==> src/rtl/pipe_stage_register.sv <==
// pipe_stage_register
// Generic pipeline stage register with a valid/ready handshake and a
// one-entry skid buffer. The payload is split into control bits, which are
// cleared on flush/reset and gated by valid, and plain data bits.
// In_Ready and Out_Valid come straight from flops, so there is no
// combinational path from Out_Ready to In_Ready.
// A saturating counter records the cycles spent stalled by downstream.
//
// Optional build macro: PIPE_DEBUG_PATTERN_EN
//   When defined, a flush fills head/skid data with DEBUG_PATTERN so that
//   flushed slots stand out in waveforms. When undefined, a flush leaves the
//   data registers holding their previous contents.

module pipe_stage_register #(
    parameter int          CTRL_W        = 4,
    parameter int          DATA_W        = 128,
    parameter int          CNT_W         = 16,
    parameter logic [31:0] DEBUG_PATTERN = 32'h2A2A_2A2A
) (
    input  logic              CLK,
    input  logic              RST_N,
    input  logic              Flush,
    input  logic              In_Valid,
    output logic              In_Ready,
    input  logic [CTRL_W-1:0] In_Ctrl,
    input  logic [DATA_W-1:0] In_Data,
    output logic              Out_Valid,
    input  logic              Out_Ready,
    output logic [CTRL_W-1:0] Out_Ctrl,
    output logic [DATA_W-1:0] Out_Data,
    output logic [CNT_W-1:0]  Stall_Count
);

`ifdef PIPE_DEBUG_PATTERN_EN
    localparam bit DEBUG_EN = 1'b1;
`else
    localparam bit DEBUG_EN = 1'b0;
`endif

    localparam logic [CNT_W-1:0] CNT_MAX = {CNT_W{1'b1}};
    localparam logic [CNT_W-1:0] CNT_ONE = {{(CNT_W-1){1'b0}}, 1'b1};

    typedef enum logic [1:0] {
        ST_EMPTY = 2'd0,
        ST_FULL  = 2'd1,
        ST_SKID  = 2'd2
    } state_t;

    // Replicate the 32-bit debug word across the data width, truncating the top.
    function automatic logic [DATA_W-1:0] debug_fill(input logic [31:0] pat);
        logic [DATA_W-1:0] res;
        for (int i = 0; i < DATA_W; i++) begin
            res[i] = pat[i % 32];
        end
        return res;
    endfunction

    localparam logic [DATA_W-1:0] FLUSH_FILL = debug_fill(DEBUG_PATTERN);

    state_t            state_r;
    logic              in_ready_r;
    logic              out_valid_r;
    logic [CTRL_W-1:0] head_ctrl_r;
    logic [DATA_W-1:0] head_data_r;
    logic [CTRL_W-1:0] skid_ctrl_r;
    logic [DATA_W-1:0] skid_data_r;
    logic [CNT_W-1:0]  stall_cnt_r;

    logic              in_fire_s;
    logic              out_fire_s;
    logic              stall_s;
    logic [DATA_W-1:0] flush_head_data_s;
    logic [DATA_W-1:0] flush_skid_data_s;

    assign in_fire_s  = In_Valid & in_ready_r;
    assign out_fire_s = out_valid_r & Out_Ready;
    assign stall_s    = out_valid_r & ~Out_Ready;

    assign flush_head_data_s = DEBUG_EN ? FLUSH_FILL : head_data_r;
    assign flush_skid_data_s = DEBUG_EN ? FLUSH_FILL : skid_data_r;

    assign In_Ready    = in_ready_r;
    assign Out_Valid   = out_valid_r;
    assign Out_Ctrl    = head_ctrl_r & {CTRL_W{out_valid_r}};
    assign Out_Data    = head_data_r;
    assign Stall_Count = stall_cnt_r;

    // Handshake FSM with head/skid storage; reset beats flush beats transfers.
    always_ff @(posedge CLK) begin
        if (!RST_N) begin
            state_r     <= ST_EMPTY;
            in_ready_r  <= 1'b1;
            out_valid_r <= 1'b0;
            head_ctrl_r <= {CTRL_W{1'b0}};
            head_data_r <= {DATA_W{1'b0}};
            skid_ctrl_r <= {CTRL_W{1'b0}};
            skid_data_r <= {DATA_W{1'b0}};
        end else if (Flush) begin
            state_r     <= ST_EMPTY;
            in_ready_r  <= 1'b1;
            out_valid_r <= 1'b0;
            head_ctrl_r <= {CTRL_W{1'b0}};
            head_data_r <= flush_head_data_s;
            skid_ctrl_r <= {CTRL_W{1'b0}};
            skid_data_r <= flush_skid_data_s;
        end else begin
            case (state_r)
                ST_EMPTY: begin
                    if (in_fire_s) begin
                        head_ctrl_r <= In_Ctrl;
                        head_data_r <= In_Data;
                        state_r     <= ST_FULL;
                        in_ready_r  <= 1'b1;
                        out_valid_r <= 1'b1;
                    end
                end
                ST_FULL: begin
                    if (in_fire_s && out_fire_s) begin
                        head_ctrl_r <= In_Ctrl;
                        head_data_r <= In_Data;
                    end else if (in_fire_s) begin
                        // Downstream stalled: park the new entry in the skid slot.
                        skid_ctrl_r <= In_Ctrl;
                        skid_data_r <= In_Data;
                        state_r     <= ST_SKID;
                        in_ready_r  <= 1'b0;
                    end else if (out_fire_s) begin
                        state_r     <= ST_EMPTY;
                        out_valid_r <= 1'b0;
                    end
                end
                ST_SKID: begin
                    if (out_fire_s) begin
                        head_ctrl_r <= skid_ctrl_r;
                        head_data_r <= skid_data_r;
                        state_r     <= ST_FULL;
                        in_ready_r  <= 1'b1;
                    end
                end
                default: begin
                    state_r     <= ST_EMPTY;
                    in_ready_r  <= 1'b1;
                    out_valid_r <= 1'b0;
                    head_ctrl_r <= {CTRL_W{1'b0}};
                    skid_ctrl_r <= {CTRL_W{1'b0}};
                end
            endcase
        end
    end

    // Saturating stall counter; only reset clears it, flush leaves it alone.
    always_ff @(posedge CLK) begin
        if (!RST_N) begin
            stall_cnt_r <= {CNT_W{1'b0}};
        end else if (stall_s && (stall_cnt_r != CNT_MAX)) begin
            stall_cnt_r <= stall_cnt_r + CNT_ONE;
        end else begin
            stall_cnt_r <= stall_cnt_r;
        end
    end

endmodule
==> config.mk <==
export PLATFORM = sky130hd
export DESIGN_NAME = pipe_stage_register
export DESIGN_NICKNAME = d
export VERILOG_FILES = /design/src/rtl/pipe_stage_register.sv
export SDC_FILE = /design/constraint.sdc
export NUM_CORES = 1
export LEC_CHECK = 0
export ABC_AREA = 1
export BUFFER_PORTS_ARGS = -buffer_cell sky130_fd_sc_hd__buf_2
export CORE_ASPECT_RATIO = 0.5
export CORE_MARGIN = 2
export CORE_UTILIZATION = 56
export CTS_BUF_LIST = sky130_fd_sc_hd__clkbuf_4
export DETAILED_ROUTE_END_ITERATION = 8
export PLACE_DENSITY = 0.94
export SLEW_MARGIN = 10
export SYNTH_ARGS = -nofsm -noshare
export SYNTH_HDL_FRONTEND = slang
export SYNTH_SLANG_ARGS = --single-unit
==> constraint.sdc <==
create_clock -name CLK -period 2.1 [get_ports CLK]
set_clock_uncertainty 0.1 [all_clocks]
set_input_delay 0.63 -clock CLK [delete_from_list [all_inputs] [get_ports CLK]]
set_output_delay 0.63 -clock CLK [all_outputs]
set_load 0.01 [all_outputs]
==> results of run 1 <==
-- area by class of cell --
| type | count | area [um^2] | share of cell area |
|---|---|---|---|
| flip-flops and latches | 284 | 5690 | 0.391 |
| multi-input cells | 1236 | 5460 | 0.375 |
| repair buffers | 326 | 2010 | 0.138 |
| clock buffers | 96 | 721 | 0.0495 |
| well taps | 273 | 342 | 0.0235 |
| inverters | 76 | 290 | 0.0199 |
| clock inverters | 10 | 38.8 | 0.00266 |
| diodes | 3 | 7.51 | 0.000516 |
-- flip-flops by register name, indices dropped and copies added (netlist names) --
signal / flops
Stall_Count: 16
Out_Data: 128
flush_skid_data_s: 128
skid_ctrl_r: 4
state_r: 2
head_ctrl_r: 4
Out_Valid: 1
In_Ready: 1
-- worst max path at each step --
stage,end,slack (ns),cells past startpoint
after CTS,Out_Ctrl[3],0.02,3
after detailed placement,Out_Data[69],0.01,9
final,Out_Ctrl[2],0.08,3
after global routing,Out_Ctrl[1],-0.009,3
after global placement,Out_Data[68],0.09,9
after floorplan,Out_Data[55],0.29,9
-- per-layer routing --
metal | track usage | up-vias | wire length [um]
li1 | - | 6134 | -
met1 | 0.360 | 5669 | 14000
met2 | 0.484 | 628 | 16100
met3 | 0.0642 | 131 | 2750
met4 | 0.148 | 2 | 1490
met5 | 0 | - | 13
-- critical path, stage by stage (launching register included) --
cell     delay (ns)
dfxtp_4        0.40
nand2_1        0.06
inv_1          0.05
buf_2          0.11
-- kinds of logic after synthesis --
group,Yosys count
AND/OR/NAND/NOR,847
AO/OA/AOI/OAI,388
buffers and inverters,205
adder cells (fa/ha/maj),1
flip-flops,284
-- cell usage in the layout (no fill, tap or decap), drive strengths merged --
cell and n:
a211oi 1, buf 326, nand3 153, nand2 479, diode 3, inv 76, nand4 1, ha 1
nor3 1, o211ai 1, clkbuf 96, clkinv 10, o21ai 186, dfxtp 284, a21oi 200, nor2 213
-- power groups by stage --
stage | combinational (mW) | clock, mW | sequential [mW]
after floorplan | 0.807 | 0 | 5.89
after global placement | 1.38 | 0 | 5.83
after detailed placement | 1.42 | 0 | 5.84
after CTS | 1.42 | 4.20 | 5.72
after global routing | 1.59 | 4.48 | 5.74
final | 1.44 | 4.12 | 5.72
-- stage by stage --
| stage | cells | cell area (um^2) | setup slack (ns) | utilization |
|---|---|---|---|---|
| after floorplan | 1725 | 12100 | 0.291 | - |
| after global placement | 2195 | 13800 | 0.0869 | 0.662 |
| after detailed placement | 2195 | 13800 | 0.0108 | 0.662 |
| after CTS | 2301 | 14500 | 0.0223 | 0.698 |
| after global routing | 2303 | 14600 | -0.00947 | 0.699 |
| final | 2304 | 14600 | 0.0843 | 0.699 |
-- timing repair --
item / 4_1_cts / 5_1_grt
pin swaps: 0 / 0
gates cloned: 0 / 0
endpoints found under the hold margin: 0 / 0
endpoints found under the setup margin: 4 / 5
buffers inserted: 1 / 0
gates resized for setup: 1 / 5
==> summary.md, run 1 <==
The simple-gate share of the synthesized area works out to 0.287. The total vias in the final route was 12.6k; the mean routed wirelength per cell was 14.9 um. The share of synthesized registers carrying an async set or reset is 0, and the number of nets at the end of the flow is 2123. Along the worst path, the maximum fanout reaches 8. STA puts the critical path data required time at 1.37 ns.

The logs give 0.365 for the clock network fraction of design power and 37 for the total number of placement rows. The clock net sink count was 284. The first global-routing pass estimated 54.4 mm of wire. The adder and majority gate portion of the synthesized area was 0.00104.

The initial antenna violation count is 3, and the area of the core is 20800 um^2. Area fraction of the dominant cell type after synthesis: 0.471. The floorplan die width is 212 um, and the die boundary height is 108 um. Number of port buffers: 286. Clock latency on the worst-skew pair, taken at its later pin, is 0.69 ns. The number of different library cells used by synthesis comes to 27. The run gives 0 as the max-slew violation total from the final report. The die covers 22800 um^2.

The worst-case IR drop observed on VDD is 476 uV. In this run the remaining antenna-violating nets after routing total 0. A synthesized cell averages 7.00 um^2. By instance count, the leading cell after synthesis is nand2_1. The primary flip-flop cell chosen by synthesis mapping was dfxtp_1. Timing would allow up to 496 MHz. The share of synthesized area spent on multiplexers came out at 0.

The xor/xnor cell area share of the yosys netlist works out to 0. Final weighted congestion in routability-driven placement: 0.882. The synthesized design contains 0 enable-type register cells. The type of the worst setup path is reg2out. The logs give 0 for the count of endpoints failing hold in the final timing report and 0 for the count of hold buffers inserted by post-cts repair. The worst register-to-register path ends at Out_Data[69]. The design draws 11.3 mW. The flow ran to the end, and the final reports show no timing, DRC or antenna violations. Setup violations remaining at the end of the flow were counted as 0. Ranked by instance count, the synthesized netlist is headed by 475 x nand2_1, 284 x dfxtp_1, 209 x nor2_1. The critical path capture point type is an output pin.

Sorting the synthesized cells by area gives the leading types as dfxtp_1 47%, nand2_1 15%, a21oi_1 8.3%, nor2_1 6.5%, nand3_1 5.9%. The final cycle utilization of the critical path was 0.960; the sequential element share of the synthesized area was 0.471. The type of the worst min-delay path was in2reg. The critical path launch point was Out_Valid. The headroom to the max-slew limit was 0.673. The proportion of power drawn by flip-flops and latches is 0.507, and the area of the mapped netlist is 12100 um^2. After global routing the overflow that remains totals 0.

The H-tree was split into 2 levels. Synthesis produced a netlist with a net count of 1863. The leakage dissipation is 6.59 nW. For this block, the routed nets add up to 34.3 mm of wire.

By area, the combinational part of the netlist is dominated by simple AND/OR/NAND/NOR gates. The initial core utilization was 0.579; the fraction of power spent switching nets was 0.273. The Yosys step of the flow raised 0 warnings. Of all cell types, the one taking the most synthesized area is dfxtp_1.

In this run the count of I/O pins placed on the die edge is 287. Across the run, the number of max-cap violations was 0. The clock edge transition at the registers on the reported setup and hold paths is 0.07 ns. STA classifies the critical path startpoint as a register.

Setup repair after global routing could not meet its margin everywhere. The gate count of the mapped netlist came out at 1725. The pin count of the biggest net entering global routing came out at 62. The flop and latch count out of synthesis came out at 284.

The area overhead of the layout relative to synthesis came out at 20.7%. The clock tree root buffer cell was clkbuf_4. For the number of buffers between clock root and the deepest sink, the log shows 3. STA puts the critical path data arrival time at 1.29 ns. Summed over all nets, the switching power comes to 3.08 mW. At the pin with the least slew margin, the transition time is 0.490 ns. The reg2reg setup slack is 0.18 ns.

The total power per unit cell area was 775 nW/um^2; the DRC violation count after routing was 0. For the internal power summed over all cells, the log shows 8.20 mW. TritonCTS built the clock tree.

The logs give 0.128 for the combinational group share of total power and 1669 for the number of fill cells in the layout. The startpoint of the worst hold path is In_Data[56]. The share of layout cells above drive strength 1 is 0.223.

The worst hold endpoint is flush_skid_data_s[56]. The via count of the first global-routing pass is 11.5k, and the number of buffers inserted during clock tree synthesis is 61. The post-synthesis compound-gate area fraction was 0.161; the final period demand of the worst path was 2.02 ns.

The cell count of the worst hold path works out to 3. The global-route total usage across every layer was 0.292; the worst reg-to-reg path cell count was 9. The violation count after the first detailed-routing iteration is 1405, and the number of vias per cell is 5.45. Before antenna repair, the detailed router went through 6 iterations. Detailed placement ended at an HPWL of 22.1 mm. The final-layout worst hold slack was 0.0997 ns.

The startpoint identified for the worst register-to-register timing path is state_r[1]. The total negative setup slack was 0 ns.
No activity file was read; power rests on OpenSTA's default activity.
==> run 2: changes to the inputs <==
==> constraint.sdc (replaced) <==
create_clock -name CLK -period 2.2 [get_ports CLK]
set_clock_uncertainty 0.1 [all_clocks]
set_input_delay 0.66 -clock CLK [delete_from_list [all_inputs] [get_ports CLK]]
set_output_delay 0.66 -clock CLK [all_outputs]
set_load 0.01 [all_outputs]
==> summary.md, run 2 (synthesized netlist as in run 1, its figures left out) <==
For this design the ratio of total power to cell area is 753 nW/um^2. During I/O placement, the number of pins put on the boundary was 287. After clock tree synthesis, the clock-pin slew on the worst setup and hold paths is 0.07 ns. The number of clock buffers added by TritonCTS is 61. The run finished with clean final reports. The cell family contributing the most delay on the critical path is flip-flops. For the later-pin clock latency in the skew report, the log shows 0.70 ns. In this run the critical register-to-register path is captured at flush_skid_data_s[12]. The pin count of the biggest net entering global routing is 129, and the clock net sink count is 284. The count of hold buffers inserted by post-cts repair is 0, and the number of violations of the max-capacitance limit is 0.

The floorplan die width is 212 um. The wire length of the first global-routing pass was 53.0 mm; the total negative setup slack was 0 ns. For the HPWL after detailed placement, the log shows 21.2 mm. Startpoint type of the worst setup path: a register. The count of endpoints failing hold in the final timing report is 0, and the share of layout cells above drive strength 1 is 0.218. The worst register-to-register path begins at state_r[0]. Measured along the y axis, the die boundary spans 108 um. The proportion of power drawn by flip-flops and latches came out at 0.501. For this design the total switching power over the nets is 2.95 mW. From synthesis to final layout, the design area changed by 19.9%. The most frequent standard cell in the layout excluding fill and tap cells is nand2_1. The cell count of the worst hold path works out to 3. Leftover overflow at the end of global routing: 0. The final period demand of the worst path came out at 2.08 ns.

In this run the worst hold path is classified as in2reg. Setup repair after global routing left no endpoint under its margin. TritonCTS built the clock tree. The worst setup path is of the reg2out kind. For the final weighted congestion in routability-driven placement, the log shows 0.875.

The final cycle utilization of the critical path came out at 0.944. The reg2reg setup slack was 0.28 ns; the total number of placement rows was 37. Number of fill cells in the layout: 1696. Summed over all cells, the static leakage comes to 6.52 nW.

STA puts the critical path data arrival time at 1.32 ns. The initial core utilization was 0.579; the post-route antenna net violation count was 0. The area of the core is 20800 um^2.

STA classifies the critical path endpoint as an output pin. The die covers 22800 um^2. IR analysis of the VDD net gives a maximum drop of 485 uV.

For this run, design rule violations remaining after detail routing come to 0. The logs give 7.94 mW for the internal power summed over all cells and 0 for the count of endpoints failing setup in the final report. The mean routed wirelength per cell was 14.5 um; the clock network fraction of design power was 0.376. CTS H-tree depth: 2. Counting both buffers and inverters, the worst setup path holds a total of 2. During placement, the flow inserted port buffers numbering 286. The tools report the clock tree root buffer cell as clkbuf_4. The largest individual stage delay along the critical path comes from the cell dfxtp_4. The fraction of power spent switching nets came out at 0.270. Traced cell by cell, the critical path runs through nand2_1 -> inv_1 -> buf_2.

In this run the most critical hold path is launched from In_Data[34]. Timing would allow up to 482 MHz. The tools report the combinational group share of total power as 0.123.

The detailed router finished its first iteration with 1322 violations. The run gives 0 as the max-slew violation total from the final report. Counting cells, the worst reg-to-reg path comes to 7.

The tools report the number of nets at the end of the flow as 2112. The run gives 11.1k as the via count of the first global-routing pass. For this block, the routed nets add up to 33.3 mm of wire.

The number of buffers between clock root and the deepest sink is 3, and the headroom to the max-slew limit is 0.534. For the global-route total usage across every layer, the log shows 0.282. Before antenna repair, the detailed router went through 7 iterations.

The critical-path maximum fanout was 8. The total vias in the final route is 12.4k. Worst hold endpoint: flush_skid_data_s[34].

The highest cell delay on the worst timing path came out at 0.40 ns. Leaving out fill and tap cells, the most frequent cells in the layout are 475 x nand2_1, 285 x buf_2, 283 x dfxtp_1. The run gives 5 as the initial antenna violation count. The final-layout worst hold slack is 0.112 ns, and the number of vias per cell is 5.40. The measured slew at the worst slew-check pin is 0.700 ns.

STA puts the critical path data required time at 1.44 ns.
run 2: changes by cell type in the layout (fill, tap and decap cells not counted), sizes merged:
cell,change
buf,-11
bufinv,+1
clkbuf,+1
clkinv,-1
clkinvlp,+1
diode,+2
inv,-1
run 2: power groups by stage:
stage / clock (mW) / combinational [mW] / sequential [mW]
after CTS: 4.17 / 1.33 / 5.46
after global routing: 4.42 / 1.48 / 5.47
after floorplan: 0 / 0.770 / 5.62
after detailed placement: 0 / 1.32 / 5.57
final: 4.10 / 1.34 / 5.46
after global placement: 0 / 1.29 / 5.57
run 2: area by class of cell:
type,instances,area [um^2],share of cell area
clock buffer,97,728,0.0503
clock inverter,10,68.8,0.00476
inverter,76,290,0.0201
multi-input combinational,1236,5460,0.377
timing repair buffer,315,1880,0.130
antenna,5,12.5,0.000865
tap,273,342,0.0236
sequential,284,5690,0.393
run 2: worst reg2reg max path, stage by stage (launching register included):
cell and delay (ns):
dfxtp_1 0.51, nand2_1 0.20, nor2_1 0.35, nand2_8 0.13
inv_2 0.13, buf_12 0.24, nor2_1 0.11, nor2_1 0.10
run 2: metrics by stage:
stage          utilization  power (mW)  setup slack, ns  instances  cell area, um^2
5_1_grt              0.694        11.4           0.0184       2296            14500
3_3_place_gp         0.655        6.86           0.0959       2184            13700
6_report             0.694        10.9            0.124       2296            14500
2_1_floorplan            -        6.39            0.361       1725            12100
3_5_place_dp         0.655        6.89           0.0451       2184            13700
4_1_cts              0.694        11.0           0.0456       2291            14500
run 2: worst max-delay path by stage:
stage	start	endpoint	slack (ns)	depth (start not counted)
detailed placement	Out_Ready	flush_skid_data_s[30]	0.05	9
floorplan	In_Valid	Out_Data[55]	0.36	9
global route	Out_Valid	Out_Ctrl[1]	0.02	3
CTS	Out_Valid	Out_Ctrl[2]	0.05	3
global placement	Out_Ready	flush_skid_data_s[27]	0.1	9
finish	Out_Valid	Out_Ctrl[1]	0.12	3
run 2: repair_timing:
| item | 4_1_cts | 5_1_grt |
|---|---|---|
| cloned | 0 | 0 |
| buffers inserted | 0 | 0 |
| resized for setup | 1 | 1 |
| setup endpoints to repair | 4 | 1 |
run 2: routing by layer:
layer	routed length (um)	vias up	track usage
met4	1060	0	0.130
li1	-	6112	-
met2	15900	547	0.466
met5	0	-	0
met3	2520	78	0.0578
met1	13800	5652	0.358
